==> src/rtl/id_ex_pipeline_reg_pkg.sv <==
// id_ex_pipeline_reg_pkg: control-bundle layout and bubble constants shared by the ID/EX register slice.
package id_ex_pipeline_reg_pkg;
    localparam int CTRL_W       = 10;
    localparam int REGWRITE_BIT = 9;
    localparam int MEMREAD_BIT  = 8;
    localparam int MEMWRITE_BIT = 7;
    localparam int MEMTOREG_BIT = 6;
    localparam int ALUSRC_BIT   = 5;
    localparam int REGDST_BIT   = 4;
    localparam int ALUOP_LSB    = 0;
    localparam int ALUOP_W      = 4;
    typedef logic [CTRL_W-1:0] ctrl_t;
    localparam ctrl_t      BUBBLE_CTRL = '0;
    localparam logic [4:0] ZERO_REG    = 5'd0;
    function automatic ctrl_t pack_ctrl(
        input logic rw, input logic mr, input logic mw, input logic m2r,
        input logic asrc, input logic rdst, input logic [ALUOP_W-1:0] op
    );
        return {rw, mr, mw, m2r, asrc, rdst, op};
    endfunction
endpackage

==> src/rtl/id_ex_pipeline_reg_load_use_detector.sv <==
// load_use_detector: flags a load in EX whose destination is read by the instruction in ID.
module load_use_detector
    import id_ex_pipeline_reg_pkg::*;
(
    input  logic       ex_valid,
    input  logic       ex_mem_read,
    input  logic [4:0] ex_rt,
    input  logic [4:0] id_rs,
    input  logic [4:0] id_rt,
    input  logic       flush,
    output logic       stall
);
    // A flush kills the dependent instruction, so no freeze is needed.
    assign stall = !flush && ex_valid && ex_mem_read && (ex_rt != ZERO_REG)
                   && ((ex_rt == id_rs) || (ex_rt == id_rt));
endmodule

==> src/rtl/id_ex_pipeline_reg.sv <==
// id_ex_pipeline_reg: ID/EX register with load-use bubble insertion, flush, hold and saturating event counters.
module id_ex_pipeline_reg
    import id_ex_pipeline_reg_pkg::*;
#(
    parameter int DATA_W = 32,
    parameter int CNT_W  = 32
) (
    input  logic              CLK,
    input  logic              RESET,
    input  logic [4:0]        IF_ID_RegisterRs,
    input  logic [4:0]        IF_ID_RegisterRt,
    input  logic [4:0]        IF_ID_RegisterRd,
    input  logic              ID_RegWrite,
    input  logic              ID_MemRead,
    input  logic              ID_MemWrite,
    input  logic              ID_MemtoReg,
    input  logic              ID_ALUSrc,
    input  logic              ID_RegDst,
    input  logic [3:0]        ID_ALUOp,
    input  logic [DATA_W-1:0] ID_ReadData1,
    input  logic [DATA_W-1:0] ID_ReadData2,
    input  logic [DATA_W-1:0] ID_SignExtImm,
    input  logic [DATA_W-1:0] ID_PCPlus4,
    input  logic [4:0]        ID_Shamt,
    input  logic              FlushEX,
    input  logic              HoldEX,
    output logic [4:0]        ID_EX_RegisterRs,
    output logic [4:0]        ID_EX_RegisterRt,
    output logic [4:0]        ID_EX_RegisterRd,
    output logic              ID_EX_RegWrite,
    output logic              ID_EX_MemRead,
    output logic              ID_EX_MemWrite,
    output logic              ID_EX_MemtoReg,
    output logic              ID_EX_ALUSrc,
    output logic              ID_EX_RegDst,
    output logic [3:0]        ID_EX_ALUOp,
    output logic [DATA_W-1:0] ID_EX_ReadData1,
    output logic [DATA_W-1:0] ID_EX_ReadData2,
    output logic [DATA_W-1:0] ID_EX_SignExtImm,
    output logic [DATA_W-1:0] ID_EX_PCPlus4,
    output logic [4:0]        ID_EX_Shamt,
    output logic              ID_EX_Valid,
    output logic              LoadUseStall,
    output logic [CNT_W-1:0]  StallCount,
    output logic [CNT_W-1:0]  FlushCount
);
    ctrl_t ctrl_q;
    logic  bubble;

    load_use_detector u_lud (
        .ex_valid    (ID_EX_Valid),
        .ex_mem_read (ID_EX_MemRead),
        .ex_rt       (ID_EX_RegisterRt),
        .id_rs       (IF_ID_RegisterRs),
        .id_rt       (IF_ID_RegisterRt),
        .flush       (FlushEX),
        .stall       (LoadUseStall)
    );

    // Hold outranks the load-use bubble, so the bubble lands on the first unheld edge.
    assign bubble = RESET || FlushEX || (!HoldEX && LoadUseStall);

    always_ff @(posedge CLK) begin
        if (bubble) begin
            ID_EX_Valid      <= 1'b0;
            ctrl_q           <= BUBBLE_CTRL;
            ID_EX_RegisterRs <= ZERO_REG;
            ID_EX_RegisterRt <= ZERO_REG;
            ID_EX_RegisterRd <= ZERO_REG;
            ID_EX_ReadData1  <= '0;
            ID_EX_ReadData2  <= '0;
            ID_EX_SignExtImm <= '0;
            ID_EX_PCPlus4    <= '0;
            ID_EX_Shamt      <= '0;
        end else if (!HoldEX) begin
            ID_EX_Valid      <= 1'b1;
            ctrl_q           <= pack_ctrl(ID_RegWrite, ID_MemRead, ID_MemWrite, ID_MemtoReg,
                                          ID_ALUSrc, ID_RegDst, ID_ALUOp);
            ID_EX_RegisterRs <= IF_ID_RegisterRs;
            ID_EX_RegisterRt <= IF_ID_RegisterRt;
            ID_EX_RegisterRd <= IF_ID_RegisterRd;
            ID_EX_ReadData1  <= ID_ReadData1;
            ID_EX_ReadData2  <= ID_ReadData2;
            ID_EX_SignExtImm <= ID_SignExtImm;
            ID_EX_PCPlus4    <= ID_PCPlus4;
            ID_EX_Shamt      <= ID_Shamt;
        end
    end

    always_ff @(posedge CLK) begin
        if (RESET) begin
            StallCount <= '0;
            FlushCount <= '0;
        end else begin
            if (LoadUseStall && !HoldEX && StallCount != '1) StallCount <= StallCount + CNT_W'(1);
            if (FlushEX && FlushCount != '1) FlushCount <= FlushCount + CNT_W'(1);
        end
    end

    assign ID_EX_RegWrite = ctrl_q[REGWRITE_BIT];
    assign ID_EX_MemRead  = ctrl_q[MEMREAD_BIT];
    assign ID_EX_MemWrite = ctrl_q[MEMWRITE_BIT];
    assign ID_EX_MemtoReg = ctrl_q[MEMTOREG_BIT];
    assign ID_EX_ALUSrc   = ctrl_q[ALUSRC_BIT];
    assign ID_EX_RegDst   = ctrl_q[REGDST_BIT];
    assign ID_EX_ALUOp    = ctrl_q[ALUOP_LSB +: ALUOP_W];
endmodule
==> config.mk <==
export PLATFORM = sky130hd
export DESIGN_NAME = id_ex_pipeline_reg
export DESIGN_NICKNAME = d
export VERILOG_FILES = /design/src/rtl/id_ex_pipeline_reg_pkg.sv /design/src/rtl/id_ex_pipeline_reg_load_use_detector.sv /design/src/rtl/id_ex_pipeline_reg.sv
export SDC_FILE = /design/constraint.sdc
export NUM_CORES = 1
export LEC_CHECK = 0
export CAP_MARGIN = 5
export CORE_MARGIN = 3
export CORE_UTILIZATION = 43
export CTS_BUF_LIST = sky130_fd_sc_hd__clkbuf_2
export DETAILED_ROUTE_END_ITERATION = 10
export GPL_ROUTABILITY_DRIVEN = 0
export PLACE_DENSITY_LB_ADDON = 0.3
export SYNTH_ARGS = -nofsm -noshare
export SYNTH_HDL_FRONTEND = slang
export SYNTH_SLANG_ARGS = --single-unit
export TNS_END_PERCENT = 20
==> constraint.sdc <==
create_clock -name CLK -period 7.6 [get_ports CLK]
set_input_delay 1.52 -clock CLK [delete_from_list [all_inputs] [get_ports CLK]]
set_output_delay 1.52 -clock CLK [all_outputs]
set_load 0.1 [all_outputs]
## Yosys cells after proc, flatten, opt, wreduce, memory -nomap -nowiden

Index checks and enable logic that the tools add are counted.

| word-level totals | value |
|---|---|
| register bits after elaboration | 223 |
| input bits | 162 |
| output and inout bits | 224 |
| word-level logic and storage cells | 31 |

| cells by class | value |
|---|---|
| add/subtract/negate cells | 2 |
| equality and inequality tests | 4 |
| reduce and logical (&&, ||, !) cells | 13 |

Operator list:

| operator | count |
|---|---|
| $add 32x1->32 const B | 2 |
| $ne 32x32->1 const B | 2 |
| $eq 5x5->1 | 2 |
| $logic_and 1x1->1 | 7 |
| $reduce_bool 5->1 | 1 |
| $logic_or 1x1->1 | 3 |
| $logic_not 1->1 | 2 |

## Depth between registers and ports, before layout

| logic depth | value |
|---|---|
| depth after elaboration | 7 |
| depth in mapped cells | 9 |
| mapped depth without buffers | 7 |

## By module

Synthesis repeated with hierarchy kept, for this count alone.

| unflattened totals | value |
|---|---|
| cell total of the unflattened synthesis | 916 |
| area, all modules | 8899.8 um^2 |

Modules (own cells, without submodules):

| module | instances | cells an instance | area each (um^2) | seq. area each (um^2) |
|---|---|---|---|---|
| id_ex_pipeline_reg | 1 | 897 | 8767.2 | 4464.3 |
| load_use_detector | 1 | 19 | 132.6 | 0.0 |

## Least setup slack after synthesis

No wires, ideal clock.

| path | value |
|---|---|
| kind | in2out |
| start | input port IF_ID_RegisterRs[3] |
| end | output port LoadUseStall |
| arrival | 3.466 ns |
| data required time | 6.080 ns |
| path slack | 2.614 ns |
| stages | 4 |
| buffers on the path | 0 |
| cell sequence | xnor2_1 -> nand3_1 -> o22ai_1 -> nor2b_1 |

| on the way | value |
|---|---|
| longest elaborated chain between the ends | 3 |

Ends and longest elaborated chain:

| item | line | text |
|---|---|---|
| from (decl) | id_ex_pipeline_reg.sv:10 | `input logic [4:0] IF_ID_RegisterRs,` |
| $eq 5x5->1 | id_ex_pipeline_reg_load_use_detector.sv:15 | `&& ((ex_rt == id_rs) \|\| (ex_rt == id_rt));` |
| $logic_or 1x1->1 | id_ex_pipeline_reg_load_use_detector.sv:15 |  |
| $logic_and 1x1->1 | id_ex_pipeline_reg_load_use_detector.sv:15 |  |
| to (decl) | id_ex_pipeline_reg.sv:43 | `output logic LoadUseStall,` |

Every way passes these cells.

## Final worst setup path

| path | value |
|---|---|
| start | input port IF_ID_RegisterRs[4] |
| end | output port LoadUseStall |

Same word-level chain as after synthesis.

==> impl_metrics.tcl <==
set metrics [dict create \
    rr_worst_depth 7 \
    multi_input_area_um2 4160 \
    hold_depth 2 \
    io_pins 386 \
    synthSimpleGateAreaFrac_pct 19.8 \
    start_util_pct 44.1 \
    cts_num_sinks 223 \
    p_int_mw 1.68 \
    grt_max_degree 92 \
    worstSetupPathType "in2out" \
    grt_pass1_wl_mm 42.1 \
    synth_top_family_by_area "simple AND/OR/NAND/NOR gates" \
    syn_area_um2 8980 \
    synth_area_leaders "dfxtp_1 50%, mux2i_1 18%, nor2_1 8.0%" \
    insertion_delay_ns 0.80 \
    fmax_mhz 174 \
    seq_power_share_pct 49.1 \
    drive_gt1_share_pct 9.90 \
    cts_max_level 2 \
    numCtsBuffers 57 \
    grt_overflow 0 \
    fin_util_pct 65.7 \
    power.switching_mw 0.798 \
    ir_worst_vdd_v 0.000112 \
    yosysTopAreaCellShare_pct 49.7 \
    cts_tree "built" \
    drt_iter0_drc 318 \
    core.rowCount 52 \
    powerDensity_nw_per_um2 185 \
    first_pass_iters 4 \
    final-seq-area_um2 4460 \
    nets 1474 \
    p_sw_share_pct 32.3 \
    async_flop_share_pct 0 \
    grt_use_total_pct 23.6 \
    core_area_um2 20400 \
    path_clk_slew_ns 0.10 \
    wl_mm 28.3 \
    die_x_um 150 \
    synth_edf_count 0 \
    ys_ff_latch 223 \
    fillCellCount 1679 \
    grt_pass1_vias 7748 \
    ys.flop_type "dfxtp_1" \
    wire_per_inst_um 17.5 \
    synth_top_area_cell "dfxtp_1" \
    setup_viol 0 \
    final.setup.tns_ns 0 \
    antenna_found_initial 2 \
    dpl_worst_slack_ns 1.79 \
    drc 0 \
    worst-endpoint-arrival_ns 4.23 \
    p_leak_nw 5.28 \
    synth-seq-area-share_pct 49.7 \
    cts_max_path_buffers 3 \
    synthXorXnorAreaFrac_pct 3.71 \
    synthAdderAreaFrac_pct 0.279 \
    reg2reg_from "ID_EX_RegisterRt[3]" \
    die_h_um 150 \
    postCtsHoldBufs 0 \
    yosysUniqueCellTypes 48 \
    rrSetupSlack_ns 4.22 \
    clockPowerShare_pct 31.5 \
    skew_ns 0.0611 \
    cts_root_buf "clkbuf_2" \
    tightest_slew_ns 1.09 \
    synth_compound_area_share_pct 3.65 \
    muxShareOfSynthArea_pct 18.8 \
    syn-num-nets 1075 \
    dpl.hpwl_mm 21.2 \
    synth_area_per_cell_um2 9.85 \
    synth_warnings 0 \
    finalHoldViolCount 0 \
    worstPathMaxFanout 6 \
    run_status "finished, final reports clean" \
    min_from "ID_EX_Valid" \
    die_area_um2 22600 \
    synth_common_cells "223 x dfxtp_1, 191 x nor2_1, 160 x mux2i_1" \
    portBuffers 385 \
    syn_inst 911 \
    min_period_ns 5.75 \
    startpoint "IF_ID_RegisterRs[4]" \
    vias_per_cell 4.90 \
    cp-end-kind "output pin" \
    vias 7913 \
    post_cts.repair.setup_buffers 0 \
    cp-start-kind "input port" \
    comb_power_share_pct 19.4 \
    required_ns 6.08 \
    hold_class "reg2reg" \
    finalMaxSlewViolations 0 \
    slew_headroom_pct 27.1 \
    setup_slack_ns 1.85 \
    rsz0062_at_grt "no" \
    cts_resized 0 \
    synth_most_common_cell "dfxtp_1" \
    area_growth_syn_to_layout_pct 49.1 \
    max_cap_violations 0 \
    postRouteAntennaNets 0 \
    fin_crit_sh_pct 75.6 \
]
-- critical path, cell delays in order --
cell and delay, ns:
clkdlybuf4s50_1 0.54, xnor2_1 0.14, nand3_1 0.16, o22ai_1 0.46, nor2b_1 0.22, clkdlybuf4s50_1 1.18
-- layout make-up --
class	count	share of cell area, %
Multi-Input combinational cell	625	31.1
Inverter	12	0.336
Tap cell	270	2.52
Timing Repair Buffer	391	29.1
Clock buffer	79	2.95
Sequential cell	223	33.3
Antenna cell	2	0.0374
Clock inverter	13	0.589
-- sequential cells by signal, indices dropped and copies added (netlist names) --
| register | cells |
|---|---|
| ID_EX_RegisterRt | 5 |
| ctrl_q | 10 |
| ID_EX_RegisterRs | 5 |
| ID_EX_SignExtImm | 32 |
| FlushCount | 32 |
| ID_EX_Shamt | 5 |
| ID_EX_Valid | 1 |
| ID_EX_ReadData2 | 32 |
| ID_EX_PCPlus4 | 32 |
| ID_EX_ReadData1 | 32 |
| StallCount | 32 |
| ID_EX_RegisterRd | 5 |
-- per-layer routing --
| metal | global-route usage (%) | routed length [um] |
|---|---|---|
| met5 | 0 | 0 |
| met4 | 9.56 | 933 |
| met3 | 8.43 | 2340 |
| met2 | 40.1 | 14100 |
| met1 | 26.9 | 10900 |
-- metrics by stage --
stage          std cells  cell area, um2  power [mW]  hold slack (ns)
2_1_floorplan        911            8980        1.56            0.884
3_3_place_gp        1521           12900        1.72            0.473
3_5_place_dp        1521           12900        1.72            0.471
4_1_cts             1613           13400        2.51            0.490
5_1_grt             1615           13400        2.59            0.529
6_report            1615           13400        2.47            0.496
-- power by group through the flow --
stage / registers (mW) / logic, mW / clock network (mW)
after floorplan: 1.45 / 0.115 / 0
after global placement: 1.24 / 0.478 / 0
after CTS: 1.21 / 0.482 / 0.811
after global routing: 1.22 / 0.500 / 0.870
after detailed placement: 1.24 / 0.481 / 0
final: 1.21 / 0.480 / 0.780
-- kinds of logic (layout without fill, tap and decap cells) --
kind of cell / after synthesis / after routing
AND/OR/NAND/NOR: 358 / 358
flip-flops: 223 / 223
multiplexers: 168 / 168
buffers and inverters: 63 / 495
AO/OA/AOI/OAI: 59 / 59
XOR/XNOR: 38 / 38
adder cells (fa/ha/maj): 2 / 2
other: 0 / 2
-- layout by cell type, fill, tap and decap left out, types with 8 or more instances in the layout --
cell type | synthesis | layout
a21oi_1 | 27 | 27
and3_1 | 9 | 9
clkbuf_2 | 0 | 79
clkdlybuf4s50_1 | 0 | 383
dfxtp_1 | 223 | 223
inv_1 | 12 | 12
mux2_2 | 8 | 8
mux2i_1 | 160 | 160
nand2_1 | 23 | 23
nand3_1 | 26 | 26
nand4_1 | 24 | 24
nor2_1 | 191 | 191
nor2_2 | 11 | 11
nor2_4 | 10 | 10
nor2b_1 | 9 | 9
o21ai_0 | 19 | 19
or3_1 | 22 | 21
xnor2_1 | 15 | 15
xor2_1 | 23 | 23
-- final timing paths --
kind / end
max: LoadUseStall
max reg2reg: ID_EX_ReadData1[17]
min: ID_EX_Valid
min reg2reg: ID_EX_Valid
(Power assumes the default switching activity.)
